`config.mk`:
```
export PLATFORM = sky130hd
export DESIGN_NAME = logicnet_lut_neuron
export DESIGN_NICKNAME = d
export VERILOG_FILES = /design/src/rtl/logicnet_lut_neuron.sv
export SDC_FILE = /design/constraint.sdc
export NUM_CORES = 1
export LEC_CHECK = 0
export CAP_MARGIN = 20
export CORE_MARGIN = 10
export CORE_UTILIZATION = 57
export CTS_BUF_LIST = sky130_fd_sc_hd__clkbuf_4
export DETAILED_ROUTE_END_ITERATION = 8
export PLACE_DENSITY_LB_ADDON = 0.08
export REMOVE_ABC_BUFFERS = 1
export SLEW_MARGIN = 10
export SYNTH_ARGS = -nofsm -noshare
export SYNTH_HDL_FRONTEND = slang
export SYNTH_SLANG_ARGS = --single-unit
```
`constraint.sdc`:
```
create_clock -name clk -period 2.5 [get_ports clk]
set_clock_uncertainty 0.2 [all_clocks]
set_input_delay 0.375 -clock clk [delete_from_list [all_inputs] [get_ports clk]]
set_output_delay 0.375 -clock clk [all_outputs]
set_load 0.005 [all_outputs]
```
`src/rtl/logicnet_lut_neuron.sv`:
```
// LogicNet LUT neuron: a loadable DEPTH x OUT_BITS truth table indexed by the
// concatenated neuron inputs, with a one-deep valid/ready output stage.
module logicnet_lut_neuron #(
  parameter int FAN_IN   = 3,
  parameter int IN_BITS  = 2,
  parameter int OUT_BITS = 2
) (
  input  logic                        clk,
  input  logic                        rst,
  input  logic                        cfg_start,
  input  logic                        cfg_valid,
  input  logic [OUT_BITS-1:0]         cfg_data,
  output logic                        cfg_done,
  input  logic                        in_valid,
  output logic                        in_ready,
  input  logic [FAN_IN*IN_BITS-1:0]   in_data,
  output logic                        out_valid,
  input  logic                        out_ready,
  output logic [OUT_BITS-1:0]         out_data,
  output logic [1:0]                  state_o
);

  localparam int AW    = FAN_IN * IN_BITS;
  localparam int DEPTH = 1 << AW;

  localparam logic [1:0] ST_EMPTY = 2'b00;
  localparam logic [1:0] ST_LOAD  = 2'b01;
  localparam logic [1:0] ST_RUN   = 2'b10;

  // Truth table; deliberately has no reset so contents survive rst.
  logic [OUT_BITS-1:0] lut_q [DEPTH];

  logic [1:0]          state_q,     state_d;
  logic [AW-1:0]       wptr_q,      wptr_d;
  logic                out_valid_q, out_valid_d;
  logic [OUT_BITS-1:0] out_data_q,  out_data_d;
  logic                cfg_done_q,  cfg_done_d;
  logic                lut_we;
  logic                in_accept;

  // Input is accepted only while running, the output slot is free or draining,
  // and no reload request is pending; reset forces it low.
  assign in_ready  = !rst && (state_q == ST_RUN) &&
                     (!out_valid_q || out_ready) && !cfg_start;
  assign in_accept = in_valid && in_ready;

  assign cfg_done  = cfg_done_q;
  assign out_valid = out_valid_q;
  assign out_data  = out_data_q;
  assign state_o   = state_q;

  // Next-state logic for the load/run controller and the output stage.
  always_comb begin
    state_d     = state_q;
    wptr_d      = wptr_q;
    out_valid_d = out_valid_q;
    out_data_d  = out_data_q;
    cfg_done_d  = 1'b0;
    lut_we      = 1'b0;
    case (state_q)
      ST_EMPTY: begin
        if (cfg_start) begin
          state_d = ST_LOAD;
          wptr_d  = '0;
        end
      end
      ST_LOAD: begin
        if (cfg_start) begin
          wptr_d = '0;
        end else if (cfg_valid) begin
          lut_we = 1'b1;
          wptr_d = wptr_q + 1'b1;
          if (wptr_q == '1) begin
            cfg_done_d = 1'b1;
            state_d    = ST_RUN;
          end
        end
      end
      ST_RUN: begin
        if (cfg_start) begin
          state_d     = ST_LOAD;
          wptr_d      = '0;
          out_valid_d = 1'b0;
        end else if (in_accept) begin
          out_valid_d = 1'b1;
          out_data_d  = lut_q[in_data];
        end else if (out_ready) begin
          out_valid_d = 1'b0;
        end
      end
      default: begin
        state_d = ST_EMPTY;
      end
    endcase
  end

  // Control and output registers with synchronous reset.
  always_ff @(posedge clk) begin
    if (rst) begin
      state_q     <= ST_EMPTY;
      wptr_q      <= '0;
      out_valid_q <= 1'b0;
      out_data_q  <= '0;
      cfg_done_q  <= 1'b0;
    end else begin
      state_q     <= state_d;
      wptr_q      <= wptr_d;
      out_valid_q <= out_valid_d;
      out_data_q  <= out_data_d;
      cfg_done_q  <= cfg_done_d;
    end
  end

  // Table write port; reset blocks writes but never clears entries.
  always_ff @(posedge clk) begin
    if (lut_we && !rst) begin
      lut_q[wptr_q] <= cfg_data;
    end
  end

endmodule

```
After elaboration in Yosys (flattened, before gate mapping). Memory sizes are Yosys's and may differ from the RTL's. A register that Yosys moved wholly into a read port is not among the register bits. Index checks and enable logic that the tools add are counted.

Add/subtract/negate cells: 1. Equality and inequality tests: 8. Muxes and demuxes: 18. Reductions and logical operators: 18. Bitwise logic cells: 3.

Operator list (count): 6-bit 2-to-1 mux (3); 6-bit case mux with 2 select lines (1); 1-bit 2-to-1 mux (9); 2-bit 2-to-1 mux (4); 6-bit by 1-bit adder with 6-bit output (second input constant) (1); 6-bit == test (second input constant) (1); 2-bit != test (second input constant) (3); 3-bit AND reduction (2); 1-bit logical AND (5); 2-bit case mux with 2 select lines (1); 4-bit AND reduction (1); 4-bit OR reduction (1); 1-bit zero test (3); 3-bit != test (second input constant) (1); 1-bit inverter (3); 3-bit nonzero test (1); 2-bit by 1-bit == test with 1-bit output (second input constant) (1); 2-bit == test (second input constant) (1); 2-bit zero test (1); 2-bit by 1-bit != test with 1-bit output (second input constant) (1); 2-bit AND reduction (1); 2-bit nonzero test (1); 2-bit OR reduction (1); 1-bit logical OR (1).

Flip-flop bits (word level): 10. Logic and storage cells: 53. Memories: 1. Input port bits: 14. Bits in writable memories: 128. Output and inout port bits: 7.

Memories: lut_q (depth 64, bits a word 2, rd ports 1, clocked after memory_dff 1, wr ports 1, line 31) `logic [OUT_BITS-1:0] lut_q [DEPTH];`.

Depth between registers and ports, before layout. Gate-level depths: netlist of the first run.

Depth in word-level cells: 7. Gate-level depth with buffers: 8. Mapped depth without buffers: 5.

Worst setup path after synthesis of the first run. No wires, ideal clock.

Path kind: register to register. Start: register state_q[0] (netlist: state_o[0]). End: memory lut_q[56][0] (enable). Clock period less this slack: 2.016 ns. Data required time: 1.989 ns. Buffers on the path: 1. Arrival: 1.505 ns. Path slack: 0.484 ns. Cell stages (with the launch flop): 6. Setup time: 0.311 ns. Cells stage by stage: dfxtp_1 clkbuf_1 nand2b_1 nor4b_2 nand3_1 nor2_1.

Longest elaborated chain between the ends: 5.

Ends and longest elaborated chain: start, declared (line 33) `logic [1:0] state_q, state_d;`; start signal, assigned (line 106) `state_q <= state_d;`; 2-bit by 1-bit == test with 1-bit output (line 60) `case (state_q)`; 1-bit 2-to-1 mux (line 60); 1-bit logical AND (line 116) `if (lut_we && !rst) begin`; 1-bit 2-to-1 mux (line 116); 1-bit 2-to-1 mux (implied by the code) (line 117) `lut_q[wptr_q] <= cfg_data;`; end, declared (line 31).

Every way passes these cells.

Worst setup path after layout of the first run.
Start: input port cfg_start. End: output port in_ready.

Longest elaborated chain between the ends: 2.

Ends and longest elaborated chain: start, declared (line 10) `input logic cfg_start,`; 1-bit zero test (line 44) `(!out_valid_q || out_ready) && !cfg_start;`; 1-bit logical AND (line 44); end, declared (line 15) `output logic in_ready,`.

Every way passes these cells.

==> results.json, run 1 <==
{
  "syn_inst": 384,
  "floorplan.io_pins": 21,
  "synthXorXnorAreaFrac": 0.005869,
  "stdcell_area_um2": 6638,
  "synth_top_cell_by_area": "edfxtp_1",
  "area_delta_synth_final_pct": 11.19,
  "placed_cells": 537,
  "max-clock-path-buffers": 2,
  "yosys-mux-area-fraction": 0.1358,
  "min_to": "lut_q[26][0]$_DFFE_PP_",
  "ys_ff_latch": 140,
  "power.share.combinational": 0.057,
  "synthAdderAreaFrac": 0.002096,
  "hold_buffers": 0,
  "grt_pass1_wl_um": 18460,
  "cpLargestDelayFamily": "buffers and inverters",
  "detailedRoute.firstIterationViolations": 273,
  "worstPathRequired_ns": 1.92,
  "finalCoreUtilization": 0.6458,
  "number_of_distinct_library_cells_after_synthesis": 45,
  "sequential_element_share_of_the_synthesized_area": 0.6841,
  "synth_simple_gate_area_frac": 0.1191,
  "die-area_um2": 14970,
  "htree_num_levels": 4,
  "globalplace.congestion": 0.8106,
  "timing.final.setup_violations": 0,
  "worst-path-buf-inv": 3,
  "cts.reportedPaths.clkPinSlew_ns": 0.12,
  "postLayoutSetupSlackWorst_ns": 0.1654,
  "hold_class": "in2reg",
  "ir_drop_mv": 0.3343,
  "r2r_cells": 4,
  "yosysWarnings": 0,
  "drt.antenna.violating_nets": 0,
  "grt_pass1_vias": 3320,
  "place_worst_setup_slack_ns": -0.05476,
  "wl_um": 11860,
  "layout-drive-gt1-share": 0.1940,
  "row_count": 37,
  "critPathKind": "in2out",
  "fin_tns_setup_ns": 0,
  "max_cap_viol": 0,
  "fp.dieH_um": 122.3,
  "synth_area_um2": 5969,
  "internal_power_mw": 3.142,
  "static-leakage-power_nw": 2.088,
  "synth_area_leaders": "edfxtp_1 64%, mux4_2 8.3%, nor2_1 4.9%, dfxtp_1 4.0%, mux4_1 3.1%",
  "finalWorstPathRequiredPeriod_ns": 2.335,
  "power.clock.fraction": 0.316,
  "hold_viol": 0,
  "finalNetCount": 435,
  "clock_sink_count": 140,
  "slowest_delay_ns": 0.51,
  "antennaDiodeCount": 0,
  "endpoint_kind": "output pin",
  "synth_enable_flop_cells": 128,
  "synth_async_sr_flop_share": 0,
  "drc": 0,
  "dp.final_hpwl_um": 7996,
  "grt_max_degree": 65,
  "synthMostInstantiatedCell": "edfxtp_1",
  "clk-insertion-delay-late_ns": 0.54,
  "tightest_slew_ns": 0.6858,
  "initial_utilization": 0.5808,
  "area_after_dpl_um2": 6384,
  "relative_slew_slack": 0.5414,
  "type_of_origin_of_the_critical_path": "primary input",
  "slew_violations": 0,
  "worstReg2RegStart": "state_o[0]$_SDFFE_PP0P_",
  "pwr_total_mw": 4.074,
  "hp-start": "cfg_data[0]",
  "dominant_combinational_cell_family_by_area_after_synthesis": "multiplexers",
  "gr-usage-all-layers": 0.1674,
  "route.detailed.wl_per_inst_um": 20.85,
  "p_sw_mw": 0.9323,
  "clock_tree_from_tritoncts": "yes",
  "setup_slack_reg_to_reg_ns": 0.45,
  "cp_slowest_cell": "clkdlybuf4s50_1",
  "fin_crit_sh": 0.9338,
  "fmax_mhz": 428.3,
  "die_width_um": 122.3,
  "timing.hold.worst_path_depth": 1,
  "maximum_net_fanout_on_the_critical_path": 7,
  "critical_path.reg2reg.endpoint": "lut_q[50][0]$_DFFE_PP_",
  "cts_buffer_count": 17,
  "final_cells": 569,
  "unrepaired_setup_endpoints_after_global_routing": "false",
  "synth_ff_type": "edfxtp_1",
  "ys_top_cells_by_count": "128 x edfxtp_1, 78 x nor2_1, 22 x mux4_2, 17 x nand2_1",
  "fin_worst_hold_slack_ns": 0.1835,
  "via_count": 3308,
  "critPathArrivalTime_ns": 1.76,
  "antenna_found_initial": 0,
  "seq_power_share": 0.627,
  "compound_gate_fraction_of_synth_area": 0.02746,
  "clock-root-buffer": "clkbuf_4",
  "post-synth-top-area-fraction": 0.6439,
  "switching_share": 0.2288,
  "fp.coreArea_um2": 10280,
  "post_synth.cell_area_avg_um2": 15.55,
  "buffer_ports.inserted": 20,
  "ordered_list_of_cells_on_the_worst_path": "clkdlybuf4s50_1, buf_4, nor2_1, nand2_1, nor2_1, clkdlybuf4s50_1",
  "vias_per_cell": 5.814,
  "detailedRoute.firstPassIterationCount": 5,
  "grt-ovfl-total": 0,
  "outcome": "completed",
  "power_density_nw_per_um2": 613.8
}
## repair_timing
| item | 4_1_cts | 5_1_grt |
|---|---|---|
| resized for setup | 0 | 1 |
| buffers inserted | 0 | 0 |
| endpoints found under the setup margin | 0 | 1 |
## power groups by stage
| stage | combinational [mW] | clock [mW] | sequential (mW) |
|---|---|---|---|
| 2_1_floorplan | 0.0908 | 0 | 2.61 |
| 3_3_place_gp | 0.231 | 0 | 2.61 |
| 3_5_place_dp | 0.233 | 0 | 2.61 |
| 4_1_cts | 0.233 | 1.30 | 2.56 |
| 5_1_grt | 0.251 | 1.41 | 2.56 |
| 6_report | 0.231 | 1.29 | 2.56 |
## placed cells by master, fill, tap and decap left out, types with 4 or more instances in the layout
master           count
edfxtp_1           128
o22ai_1              4
nand3b_1             8
nor3_1               5
dfxtp_1             11
nand2_1             17
nor2b_1              5
buf_12               4
nor2_1              78
a21oi_1              6
clkbuf_4            17
mux4_1               7
nand2b_1             9
clkdlybuf4s50_1     17
buf_4               17
clkinvlp_4           9
xor2_1               4
nand3_1             12
mux2i_1             12
mux4_2              22
## logic make-up after synthesis
family                     Yosys count
buffers and inverters               25
adders and majority gates            1
and+or+nand+nor                    148
xor gates and xnor gates             4
AOI/OAI and AO/OA                   24
muxes                               42
DFF                                140
## layout make-up
class / instances / area (µm²)
Inverter: 1 / 3.754
Multi-Input combinational cell: 219 / 1733
Clock buffer: 17 / 127.6
Clock inverter: 15 / 125.1
Sequential cell: 140 / 4085
Fill cell: 795 / 3640
Timing Repair Buffer: 41 / 392.9
Tap cell: 136 / 170.2
## metal layers
layer / global-route usage / up-vias / wire [µm] / part of all wire
met5: 0 / - / 0 / 0
met4: 0.06259 / 0 / 158 / 0.013
met3: 0.04086 / 13 / 714 / 0.060
met2: 0.2604 / 106 / 5762 / 0.49
met1: 0.2252 / 1641 / 5228 / 0.44
li1: - / 1548 / - / -
## how the worst max path moves through the flow
| stage | depth (start not counted) | to | from |
|---|---|---|---|
| 4_1_cts | 4 | in_ready | state_o[0]$_SDFFE_PP0P_ |
| 2_1_floorplan | 4 | lut_q[56][0]$_DFFE_PP_ | state_o[0]$_SDFFE_PP0P_ |
| 5_1_grt | 4 | in_ready | state_o[0]$_SDFFE_PP0P_ |
| 3_5_place_dp | 5 | lut_q[50][0]$_DFFE_PP_ | cfg_start |
| 6_report | 6 | in_ready | cfg_start |
| 3_3_place_gp | 5 | lut_q[49][1]$_DFFE_PP_ | cfg_start |
## sequential cells by signal (all words and copies together), names as in the netlist
signal     flops
out_data       2
lut_q        128
wptr_q         6
cfg_done       1
state_o        2
out_valid      1
Power figures use the tool's default switching activity.
==> run 2: changes to the inputs <==
--- a/config.mk
+++ b/config.mk
@@ -6,8 +6,10 @@
 export NUM_CORES = 1
 export LEC_CHECK = 0
 export CAP_MARGIN = 20
+export CELL_PAD_IN_SITES_DETAIL_PLACEMENT = 1
+export CELL_PAD_IN_SITES_GLOBAL_PLACEMENT = 2
 export CORE_MARGIN = 10
-export CORE_UTILIZATION = 57
+export CORE_UTILIZATION = 47
 export CTS_BUF_LIST = sky130_fd_sc_hd__clkbuf_4
 export DETAILED_ROUTE_END_ITERATION = 8
 export PLACE_DENSITY_LB_ADDON = 0.08
==> results.json, run 2 (same netlist as run 1, synthesis figures left out) <==
{
  "row_count": 41,
  "die-area_um2": 17610,
  "fin_crit_sh": 0.9615,
  "type_of_origin_of_the_critical_path": "primary input",
  "ordered_list_of_cells_on_the_worst_path": "clkdlybuf4s50_1, buf_4, nor2_1, nand2_1, nor2_1, clkdlybuf4s50_1",
  "via_count": 3416,
  "finalCoreUtilization": 0.5456,
  "detailedRoute.firstIterationViolations": 252,
  "detailedRoute.firstPassIterationCount": 4,
  "place_worst_setup_slack_ns": -0.4682,
  "timing.final.setup_violations": 0,
  "htree_num_levels": 4,
  "die_width_um": 132.7,
  "slew_violations": 0,
  "cts.reportedPaths.clkPinSlew_ns": 0.13,
  "most-common-layout-cells": "128 x edfxtp_1, 78 x nor2_1, 27 x buf_4, 22 x mux4_2, 19 x clkbuf_4",
  "worstReg2RegStart": "state_o[0]$_SDFFE_PP0P_",
  "grt-ovfl-total": 0,
  "clock_sink_count": 140,
  "hp-start": "cfg_data[1]",
  "endpoint_kind": "output pin",
  "clock_tree_from_tritoncts": "yes",
  "finalWorstPathRequiredPeriod_ns": 2.404,
  "globalplace.congestion": 0.7705,
  "worst-path-buf-inv": 3,
  "layout-drive-gt1-share": 0.2127,
  "slowest_delay_ns": 0.51,
  "finalNetCount": 444,
  "static-leakage-power_nw": 2.175,
  "critPathArrivalTime_ns": 1.83,
  "final_cells": 614,
  "clk-insertion-delay-late_ns": 0.55,
  "max-clock-path-buffers": 2,
  "dp.final_hpwl_um": 9617,
  "outcome": "completed",
  "hold_viol": 0,
  "grt_pass1_wl_um": 21610,
  "hold_class": "in2reg",
  "largest-register": "lut_q",
  "route.detailed.wl_per_inst_um": 22.34,
  "flip_flop_count_of_the_largest_register_all_copies_and_words_added": 128,
  "commonest_non_fill_non_tap_cell_in_the_layout": "edfxtp_1",
  "area_delta_synth_final_pct": 14.40,
  "cp_slowest_cell": "clkdlybuf4s50_1",
  "relative_slew_slack": 0.5813,
  "power_density_nw_per_um2": 652.8,
  "placed_cells": 582,
  "ir_drop_mv": 0.2987,
  "grt_pass1_vias": 3679,
  "wl_um": 13720,
  "max_cap_viol": 0,
  "critPathKind": "in2out",
  "grt_max_degree": 35,
  "unrepaired_setup_endpoints_after_global_routing": "false",
  "reg.largest.list": "lut_q x128, wptr_q x6",
  "fin_worst_hold_slack_ns": 0.1453,
  "worstPathRequired_ns": 1.92,
  "postCtsSetupRepairBufs": 0,
  "antenna_found_initial": 0,
  "floorplan.io_pins": 21,
  "antennaDiodeCount": 0,
  "cts_repair_resize_count": 0,
  "clock-root-buffer": "clkbuf_4",
  "drt.antenna.violating_nets": 0,
  "fin_tns_setup_ns": 0,
  "fp.coreArea_um2": 12520,
  "initial_utilization": 0.4769,
  "cpLargestDelayFamily": "buffers and inverters",
  "maximum_net_fanout_on_the_critical_path": 4,
  "postLayoutSetupSlackWorst_ns": 0.09628,
  "fp.dieH_um": 132.7,
  "cts_buffer_count": 17,
  "hold_buffers": 0,
  "setup.worst_path.start": "cfg_start",
  "vias_per_cell": 5.564,
  "fmax_mhz": 416.0,
  "drc": 0,
  "buffer_ports.inserted": 20,
  "tightest_slew_ns": 0.6262,
  "gr-usage-all-layers": 0.1621
}
[run 2: cell count changes in the layout (fill, tap and decap cells not counted)]
cell,previous run,this run
clkinv_2,3,0
nor4_4,0,1
clkbuf_4,17,19
nor4_2,1,0
buf_12,4,3
clkinvlp_4,9,5
clkinv_4,0,3
buf_4,17,27
clkinv_1,1,0
bufinv_16,1,4
[run 2: cell type report]
type	instances	area, µm²
sequential	140	4085
multi-input combinational	219	1742
timing repair buffer	50	447.9
clock inverter	13	192.7
inverter	1	3.754
clock buffer	19	142.6
fill	1243	5688
tap	172	215.2
[run 2: metal layers]
layer  track usage  part of all wire
met4       0.04401            0.0083
met3       0.03785             0.048
met5             0                 0
met1        0.2144              0.45
met2        0.2622              0.50
[run 2: through the flow]
stage               total power, mW  instance area, µm²
CTS                           4.483                6819
detailed placement            2.850                6484
global route                  4.618                6829
global placement              2.847                6484
finish                        4.458                6829
floorplan                     2.699                5821
[run 2: path summary, 6_finish.rpt]
path | end | slack (ns) | cells after the start
worst min-delay path | lut_q[40][1]$_DFFE_PP_ | 0.15 | 1
worst max register to register | lut_q[33][0]$_DFFE_PP_ | 0.26 | 5
worst max-delay path | in_ready | 0.1 | 6
worst min register to register | out_valid$_SDFFE_PP0P_ | 0.31 | 2
[run 2: power breakdown]
group          switching [mW]  internal, mW  total, mW
combinational           0.130         0.112      0.242
sequential            0.00294          2.55       2.55
clock                   0.842         0.821       1.66
==> run 3: changes to the inputs <==
--- a/config.mk
+++ b/config.mk
@@ -12,8 +12,10 @@
 export CORE_UTILIZATION = 47
 export CTS_BUF_LIST = sky130_fd_sc_hd__clkbuf_4
 export DETAILED_ROUTE_END_ITERATION = 8
+export HOLD_SLACK_MARGIN = 0.02
 export PLACE_DENSITY_LB_ADDON = 0.08
 export REMOVE_ABC_BUFFERS = 1
+export SKIP_CTS_REPAIR_TIMING = 1
 export SLEW_MARGIN = 10
 export SYNTH_ARGS = -nofsm -noshare
 export SYNTH_HDL_FRONTEND = slang
==> results of run 3 <==
The final DEF is identical to that of run 2; final timing and power are the same.
